==> config.mk <==
export PLATFORM = sky130hd
export DESIGN_NAME = key_mode_ctrl
export DESIGN_NICKNAME = d
export VERILOG_FILES = /design/src/rtl/key_mode_ctrl.sv
export SDC_FILE = /design/constraint.sdc
export NUM_CORES = 1
export LEC_CHECK = 0
export CORE_MARGIN = 8
export CORE_UTILIZATION = 50
export CTS_CLUSTER_SIZE = 16
export DETAILED_ROUTE_END_ITERATION = 6
export GPL_TIMING_DRIVEN = 0
export MAX_ROUTING_LAYER = met4
export PLACE_DENSITY = 0.78
export SYNTH_ARGS = -nofsm -noshare
export SYNTH_HDL_FRONTEND = slang
export SYNTH_HIERARCHICAL = 1
export SYNTH_SLANG_ARGS = --single-unit
export TNS_END_PERCENT = 100
==> constraint.sdc <==
create_clock -name clk -period 4.3 [get_ports clk]
set_clock_uncertainty 0.15 [all_clocks]
set_input_delay 0.645 -clock clk [delete_from_list [all_inputs] [get_ports clk]]
set_output_delay 0.645 -clock clk [all_outputs]
set_load 0.1 [all_outputs]
==> src/rtl/key_mode_ctrl.sv <==
// Key press classification (short/long per key) and three-mode 4-LED sequencer.
// Key A events take priority; a simultaneous key B event is deferred one cycle.

module key_press_trk #(
  parameter int LONG_CNT = 50_000_000
) (
  input  logic clk,
  input  logic rst,
  input  logic key_flag_i,
  input  logic key_state_i,
  output logic short_o,
  output logic long_o
);
  // state  | meaning
  // T_IDLE | key released, waiting for a press edge
  // T_HELD | key pressed, hold counter running
  // T_LONG | long press already reported, waiting for release
  localparam int HW = $clog2(LONG_CNT);
  localparam logic [HW-1:0] HOLD_MAX = HW'(LONG_CNT - 1);

  typedef enum logic [1:0] {T_IDLE, T_HELD, T_LONG} trk_e;

  trk_e          state_q, state_d;
  logic [HW-1:0] hold_q, hold_d;
  logic          rel, prs;

  assign rel = key_flag_i &  key_state_i;
  assign prs = key_flag_i & ~key_state_i;

  always_ff @(posedge clk or negedge rst) begin
    if (!rst) begin
      state_q <= T_IDLE;
      hold_q  <= '0;
    end else begin
      state_q <= state_d;
      hold_q  <= hold_d;
    end
  end

  always_comb begin
    state_d = state_q;
    hold_d  = hold_q;
    unique case (state_q)
      T_IDLE: begin
        if (prs) begin
          state_d = T_HELD;
          hold_d  = '0;
        end
      end
      T_HELD: begin
        if (hold_q != HOLD_MAX) hold_d = hold_q + 1'b1;
        // a release coinciding with the long threshold reports long and returns to idle
        if (hold_q == HOLD_MAX) state_d = rel ? T_IDLE : T_LONG;
        else if (rel)           state_d = T_IDLE;
      end
      T_LONG:  if (rel) state_d = T_IDLE;
      default: state_d = T_IDLE;
    endcase
  end

  always_comb begin
    short_o = (state_q == T_HELD) && (hold_q != HOLD_MAX) && rel;
    long_o  = (state_q == T_HELD) && (hold_q == HOLD_MAX);
  end
endmodule

module key_mode_ctrl #(
  parameter int LONG_CNT = 50_000_000,
  parameter int STEP_CNT = 12_500_000
) (
  input  logic       clk,
  input  logic       rst,
  input  logic       key_flag_a,
  input  logic       key_state_a,
  input  logic       key_flag_b,
  input  logic       key_state_b,
  output logic [3:0] led,
  output logic [1:0] mode
);
  // state   | meaning
  // M_MAN   | led shows the manual counter
  // M_RUN   | running light, rotates every STEP_CNT cycles unless paused
  // M_BLINK | all LEDs toggle every STEP_CNT cycles
  localparam int SW = $clog2(STEP_CNT);
  localparam logic [SW-1:0] STEP_RELOAD = SW'(STEP_CNT - 1);

  typedef enum logic [1:0] {M_MAN = 2'd0, M_RUN = 2'd1, M_BLINK = 2'd2} mode_e;

  logic a_short, a_long, b_short, b_long;

  key_press_trk #(.LONG_CNT(LONG_CNT)) u_trk_a (
    .clk(clk), .rst(rst), .key_flag_i(key_flag_a), .key_state_i(key_state_a),
    .short_o(a_short), .long_o(a_long)
  );

  key_press_trk #(.LONG_CNT(LONG_CNT)) u_trk_b (
    .clk(clk), .rst(rst), .key_flag_i(key_flag_b), .key_state_i(key_state_b),
    .short_o(b_short), .long_o(b_long)
  );

  mode_e         mode_q, mode_d;
  logic [3:0]    cnt_q, cnt_d;
  logic [3:0]    pat_q, pat_d;
  logic          dir_q, dir_d;
  logic          paused_q, paused_d;
  logic          phase_q, phase_d;
  logic [SW-1:0] step_q, step_d;
  logic [3:0]    led_q, led_d;
  logic          pa_vld_q, pa_vld_d, pa_long_q, pa_long_d;
  logic          pb_vld_q, pb_vld_d, pb_long_q, pb_long_d;
  logic          ev_vld, ev_is_b, ev_long;
  logic          a_new, b_new, step_tc, enter;

  assign a_new   = a_short | a_long;
  assign b_new   = b_short | b_long;
  assign step_tc = (step_q == '0);

  always_ff @(posedge clk or negedge rst) begin
    if (!rst) begin
      mode_q    <= M_MAN;
      cnt_q     <= '0;
      pat_q     <= 4'b0001;
      dir_q     <= 1'b0;
      paused_q  <= 1'b0;
      phase_q   <= 1'b1;
      step_q    <= STEP_RELOAD;
      led_q     <= '0;
      pa_vld_q  <= 1'b0;
      pa_long_q <= 1'b0;
      pb_vld_q  <= 1'b0;
      pb_long_q <= 1'b0;
    end else begin
      mode_q    <= mode_d;
      cnt_q     <= cnt_d;
      pat_q     <= pat_d;
      dir_q     <= dir_d;
      paused_q  <= paused_d;
      phase_q   <= phase_d;
      step_q    <= step_d;
      led_q     <= led_d;
      pa_vld_q  <= pa_vld_d;
      pa_long_q <= pa_long_d;
      pb_vld_q  <= pb_vld_d;
      pb_long_q <= pb_long_d;
    end
  end

  // A deferred B event always goes first; an A event that collides with it waits one cycle.
  always_comb begin
    ev_vld    = 1'b0;
    ev_is_b   = 1'b0;
    ev_long   = 1'b0;
    pa_vld_d  = pa_vld_q;
    pa_long_d = pa_long_q;
    pb_vld_d  = 1'b0;
    pb_long_d = pb_long_q;
    if (pb_vld_q) begin
      ev_vld    = 1'b1;
      ev_is_b   = 1'b1;
      ev_long   = pb_long_q;
      pb_vld_d  = b_new;
      pb_long_d = b_long;
      if (a_new) begin
        pa_vld_d  = 1'b1;
        pa_long_d = a_long;
      end
    end else if (pa_vld_q) begin
      ev_vld    = 1'b1;
      ev_long   = pa_long_q;
      pa_vld_d  = a_new;
      pa_long_d = a_long;
      pb_vld_d  = b_new;
      pb_long_d = b_long;
    end else if (a_new) begin
      ev_vld    = 1'b1;
      ev_long   = a_long;
      pb_vld_d  = b_new;
      pb_long_d = b_long;
    end else if (b_new) begin
      ev_vld    = 1'b1;
      ev_is_b   = 1'b1;
      ev_long   = b_long;
    end
  end

  always_comb begin
    mode_d   = mode_q;
    cnt_d    = cnt_q;
    pat_d    = pat_q;
    dir_d    = dir_q;
    paused_d = paused_q;
    phase_d  = phase_q;
    step_d   = step_q;
    enter    = 1'b0;

    unique case (mode_q)
      M_MAN: step_d = STEP_RELOAD;
      M_RUN: begin
        if (!paused_q) begin
          if (step_tc) begin
            step_d = STEP_RELOAD;
            pat_d  = dir_q ? {pat_q[0], pat_q[3:1]} : {pat_q[2:0], pat_q[3]};
          end else begin
            step_d = step_q - 1'b1;
          end
        end
      end
      M_BLINK: begin
        if (step_tc) begin
          step_d  = STEP_RELOAD;
          phase_d = ~phase_q;
        end else begin
          step_d = step_q - 1'b1;
        end
      end
      default: mode_d = M_MAN;
    endcase

    if (ev_vld) begin
      if (ev_long) begin
        enter = 1'b1;
        if (ev_is_b) begin
          mode_d = M_MAN;
          cnt_d  = '0;
        end else begin
          unique case (mode_q)
            M_MAN:   mode_d = M_RUN;
            M_RUN:   mode_d = M_BLINK;
            default: mode_d = M_MAN;
          endcase
        end
      end else begin
        unique case (mode_q)
          M_MAN: cnt_d = ev_is_b ? cnt_q - 4'd1 : cnt_q + 4'd1;
          M_RUN: begin
            if (ev_is_b) paused_d = ~paused_q;
            else         dir_d    = ~dir_q;
          end
          default: ;
        endcase
      end
    end

    if (enter) begin
      step_d   = STEP_RELOAD;
      pat_d    = 4'b0001;
      dir_d    = 1'b0;
      paused_d = 1'b0;
      phase_d  = 1'b1;
    end
  end

  always_comb begin
    led_d = 4'b0000;
    unique case (mode_q)
      M_MAN:   led_d = cnt_q;
      M_RUN:   led_d = pat_q;
      M_BLINK: led_d = {4{phase_q}};
      default: led_d = 4'b0000;
    endcase
  end

  assign led  = led_q;
  assign mode = mode_q;
endmodule

==> flow_summary.json, run 1 <==
{
  "start_util_pct": 50.8,
  "overflow": 0,
  "cp_max_fo": 10,
  "tns_ns": 0,
  "io_pins": 12,
  "clock_path_buffers": 2,
  "grt_pass1_vias": 4746,
  "worstPathArrival_ns": 3.89,
  "setup_violations": 0,
  "drt_first_iter_violations": 341,
  "hp-class": "in -> async",
  "die_h_um": 123,
  "clock_sinks": 101,
  "period_needed_ns": 3.81,
  "regArea_mm2": 0.00255,
  "swShare_pct": 34.8,
  "drc": 0,
  "yosysSeqAreaShare_pct": 44.4,
  "total_power_mw": 2.54,
  "cts_made_buffers": 9,
  "globalplace.congestion": 0.858,
  "dpl_cell_area_mm2": 0.00606,
  "use_met3_pct": 3.33,
  "drv_slew": 0,
  "core_area_mm2": 0.0113,
  "synth_fa_ha_area_share_pct": 2.74,
  "met2_usage_pct": 30.3,
  "multi_input_area_mm2": 0.00298,
  "path_class": "reg -> reg",
  "postLayoutCellArea_mm2": 0.00635,
  "syn_inst": 596,
  "p_per_area_mw_per_mm2": 399,
  "yosysUniqueCellTypes": 73,
  "worstSetupEndpointType": "register",
  "yosys_most_used_dff": "dfrtp_1",
  "synthXorXnorAreaFrac_pct": 5.03,
  "syn_area_mm2": 0.00575,
  "yosys.area.top_type": "dfrtp_1",
  "placed_cells": 751,
  "drv_cap": 0,
  "syn_area_per_cell_um2": 9.64,
  "row_count": 39,
  "grtUsageMet1_pct": 22.3,
  "clk_latency_ns": 0.35,
  "dpl.hpwl_um": 8890,
  "syn_to_final_growth_pct": 10.5,
  "grt_util_all_layers_pct": 18.3,
  "busiest_layer": "met2",
  "power_frac_comb_pct": 24.2,
  "die_area_mm2": 0.0152,
  "ir_drop_mv": 0.286,
  "syn_nets": 614,
  "fin_nets": 637,
  "ys_ff_latch": 101,
  "ant_nets": 0,
  "cts.clk_slew.worst_paths_ns": 0.07,
  "n_fill_cell": 978,
  "netlist.area_leader.share_pct": 36.1,
  "synth-simple-area-share_pct": 26.2,
  "power_frac_clock_pct": 31.0,
  "fmax_mhz": 263,
  "num_vias": 4778,
  "wl_um": 12900,
  "synth_mux_area_share_pct": 1.65,
  "cts_resized": 0,
  "first_pass_iters": 5,
  "setup.worst_path.start_class": "register",
  "grt_first_pass_wirelength_um": 22100,
  "worstPathRequired_ns": 4.38,
  "antenna_cells": 0,
  "antenna_found_initial": 0,
  "cts_tree": "built",
  "grt_max_degree": 54,
  "tightest_slew_ns": 0.969,
  "port-buffer-count": 11,
  "root_buffer": "clkbuf_16",
  "postCtsSetupRepairBufs": 0,
  "synth_edf_count": 0,
  "layout-drive-gt1-share_pct": 12.2,
  "ff2ff_setup_slack_ns": 0.49,
  "synth_compound_area_share_pct": 16.1,
  "pwr-share-seq_pct": 44.9,
  "wire_per_inst_um": 16.8,
  "rsz0062_at_grt": "false",
  "yosys_warnings": 6,
  "cts_hold_buffers": 0,
  "p_leak_nw": 2.58,
  "synthTopCellsByArea": "dfrtp_1 36%, dfstp_2 8.2%, o31ai_1 4.7%, nor2_1 3.9%, nand2_1 3.1%",
  "instances_no_fill": 767,
  "slew_headroom_pct": 35.2,
  "async_flop_share_pct": 100,
  "htreeDepth": 3,
  "die_width_um": 123,
  "via_per_inst": 6.23,
  "finalHoldViolations": 0,
  "power_switching_mw": 0.882,
  "status": "finished clean",
  "period_share_pct": 88.5,
  "p_int_mw": 1.65,
  "synth_top_family_by_area": "simple AND/OR/NAND/NOR gates"
}
power groups by stage:
stage	clock [mW]	sequential (mW)	combinational [mW]
after floorplan	0	1.24	0.339
after global placement	0	1.15	0.581
after detailed placement	0	1.15	0.608
after CTS	0.805	1.14	0.611
after global routing	0.838	1.15	0.671
final	0.785	1.14	0.612
cell usage after synthesis (6+ instances only):
| cell type | instances |
|---|---|
| nor2_1 | 60 |
| nor3_1 | 22 |
| nand2_1 | 48 |
| nor3b_1 | 7 |
| dfrtp_1 | 83 |
| clkbuf_1 | 8 |
| or4_1 | 9 |
| nand4_1 | 25 |
| o31ai_1 | 36 |
| nor4_1 | 12 |
| xnor2_1 | 15 |
| inv_1 | 22 |
| o21ai_0 | 16 |
| a21o_1 | 6 |
| or3_1 | 10 |
| xor2_1 | 18 |
| buf_2 | 10 |
| a21oi_1 | 15 |
| o211ai_1 | 12 |
| nand3_1 | 20 |
| dfstp_2 | 18 |
| ha_1 | 11 |
| nor4b_1 | 7 |
final timing paths:
path                                         from                 end  cells past startpoint
worst max-delay path            u_trk_a/hold_q[0]            cnt_q[3]                     14
worst min-delay path                          rst  u_trk_a/hold_q[12]                      1
worst max register to register  u_trk_a/hold_q[0]            cnt_q[3]                     14
worst min register to register          pb_long_q           pb_long_q                      2
max in group asynchronous                     rst            pat_q[0]                      2
min in group clk                        pb_long_q           pb_long_q                      2
flip-flops by register name, indices dropped and copies added, names as in the netlist:
register,cells
u_trk_a/hold_q,26
u_trk_b/hold_q,26
step_q,24
cnt_q,4
led,4
pat_q,4
mode,2
u_trk_a/state_q,2
u_trk_b/state_q,2
dir_q,1
pa_long_q,1
pa_vld_q,1
paused_q,1
pb_long_q,1
pb_vld_q,1
phase_q,1
worst max-delay path, cell delays in order (launching register included):
cell and delay (ns):
dfrtp_1 0.41, ha_1 0.23, nand4_1 0.19, or4_1 0.56, buf_6 0.17, o21ai_4 0.16, buf_6 0.16, nor2_1 0.10
nor3_1 0.15, a21o_1 0.26, ha_1 0.28, a21o_1 0.19, a21oi_1 0.27, xnor2_1 0.10, o311ai_0 0.33
layout make-up:
type,instances,share of cell area [%]
flip-flops and latches,101,40.2
plain buffers,24,2.19
inverters,22,1.30
repair buffers,12,2.13
clock buffers,10,3.61
multi-input cells,449,47.0
well taps,143,2.82
clock inverters,6,0.847
per-layer routing:
layer | part of all wire [%] | wire, um
met1 | 43 | 5500
met2 | 51 | 6580
met3 | 4.7 | 611
met4 | 1.6 | 201
met5 | 0 | 0
layout by cell type (no fill, tap or decap), types with 4 or more instances in the layout:
| master | count |
|---|---|
| nand2_1 | 48 |
| clkbuf_1 | 9 |
| o211ai_1 | 12 |
| o21ai_1 | 5 |
| or4_1 | 9 |
| buf_2 | 10 |
| inv_1 | 22 |
| nor4_1 | 12 |
| clkdlybuf4s50_1 | 10 |
| nand4_1 | 25 |
| nor3b_1 | 7 |
| o31ai_1 | 36 |
| and3_1 | 5 |
| nor3_1 | 21 |
| and4_1 | 5 |
| dfstp_2 | 18 |
| a21oi_1 | 15 |
| o21ai_0 | 16 |
| a21o_1 | 6 |
| or3_1 | 10 |
| o21a_1 | 5 |
| nor2_1 | 60 |
| mux2_2 | 4 |
| ha_1 | 11 |
| xor2_1 | 18 |
| clkbuf_16 | 9 |
| xnor2_1 | 15 |
| a22oi_1 | 4 |
| o22ai_1 | 4 |
| mux2i_1 | 5 |
| nor2b_1 | 5 |
| nand3_1 | 20 |
| nor4b_1 | 7 |
| o2111ai_1 | 4 |
| dfrtp_1 | 83 |
through the flow:
stage	util (%)	hold slack, ns	worst slack [ns]
6_report	56.1	0.172	0.494
2_1_floorplan	-	0.199	0.826
5_1_grt	56.1	0.220	0.209
3_5_place_dp	53.5	0.307	0.289
4_1_cts	56.0	0.191	0.317
3_3_place_gp	53.3	0.308	-1.27
cell families after synthesis:
family	after synthesis
flip-flops	101
XOR/XNOR	33
AO/OA/AOI/OAI	130
multiplexers	9
buffers and inverters	46
adder cells (fa/ha/maj)	12
AND/OR/NAND/NOR	265
Power figures use the tool's default switching activity.
==> run 2, diff against run 1 <==
--- a/config.mk
+++ b/config.mk
@@ -12,6 +12,7 @@
 export GPL_TIMING_DRIVEN = 0
 export MAX_ROUTING_LAYER = met4
 export PLACE_DENSITY = 0.78
+export SKIP_CTS_REPAIR_TIMING = 1
 export SYNTH_ARGS = -nofsm -noshare
 export SYNTH_HDL_FRONTEND = slang
 export SYNTH_HIERARCHICAL = 1
==> results of run 2 <==
The final DEF is identical to that of run 1; final timing and power are the same.
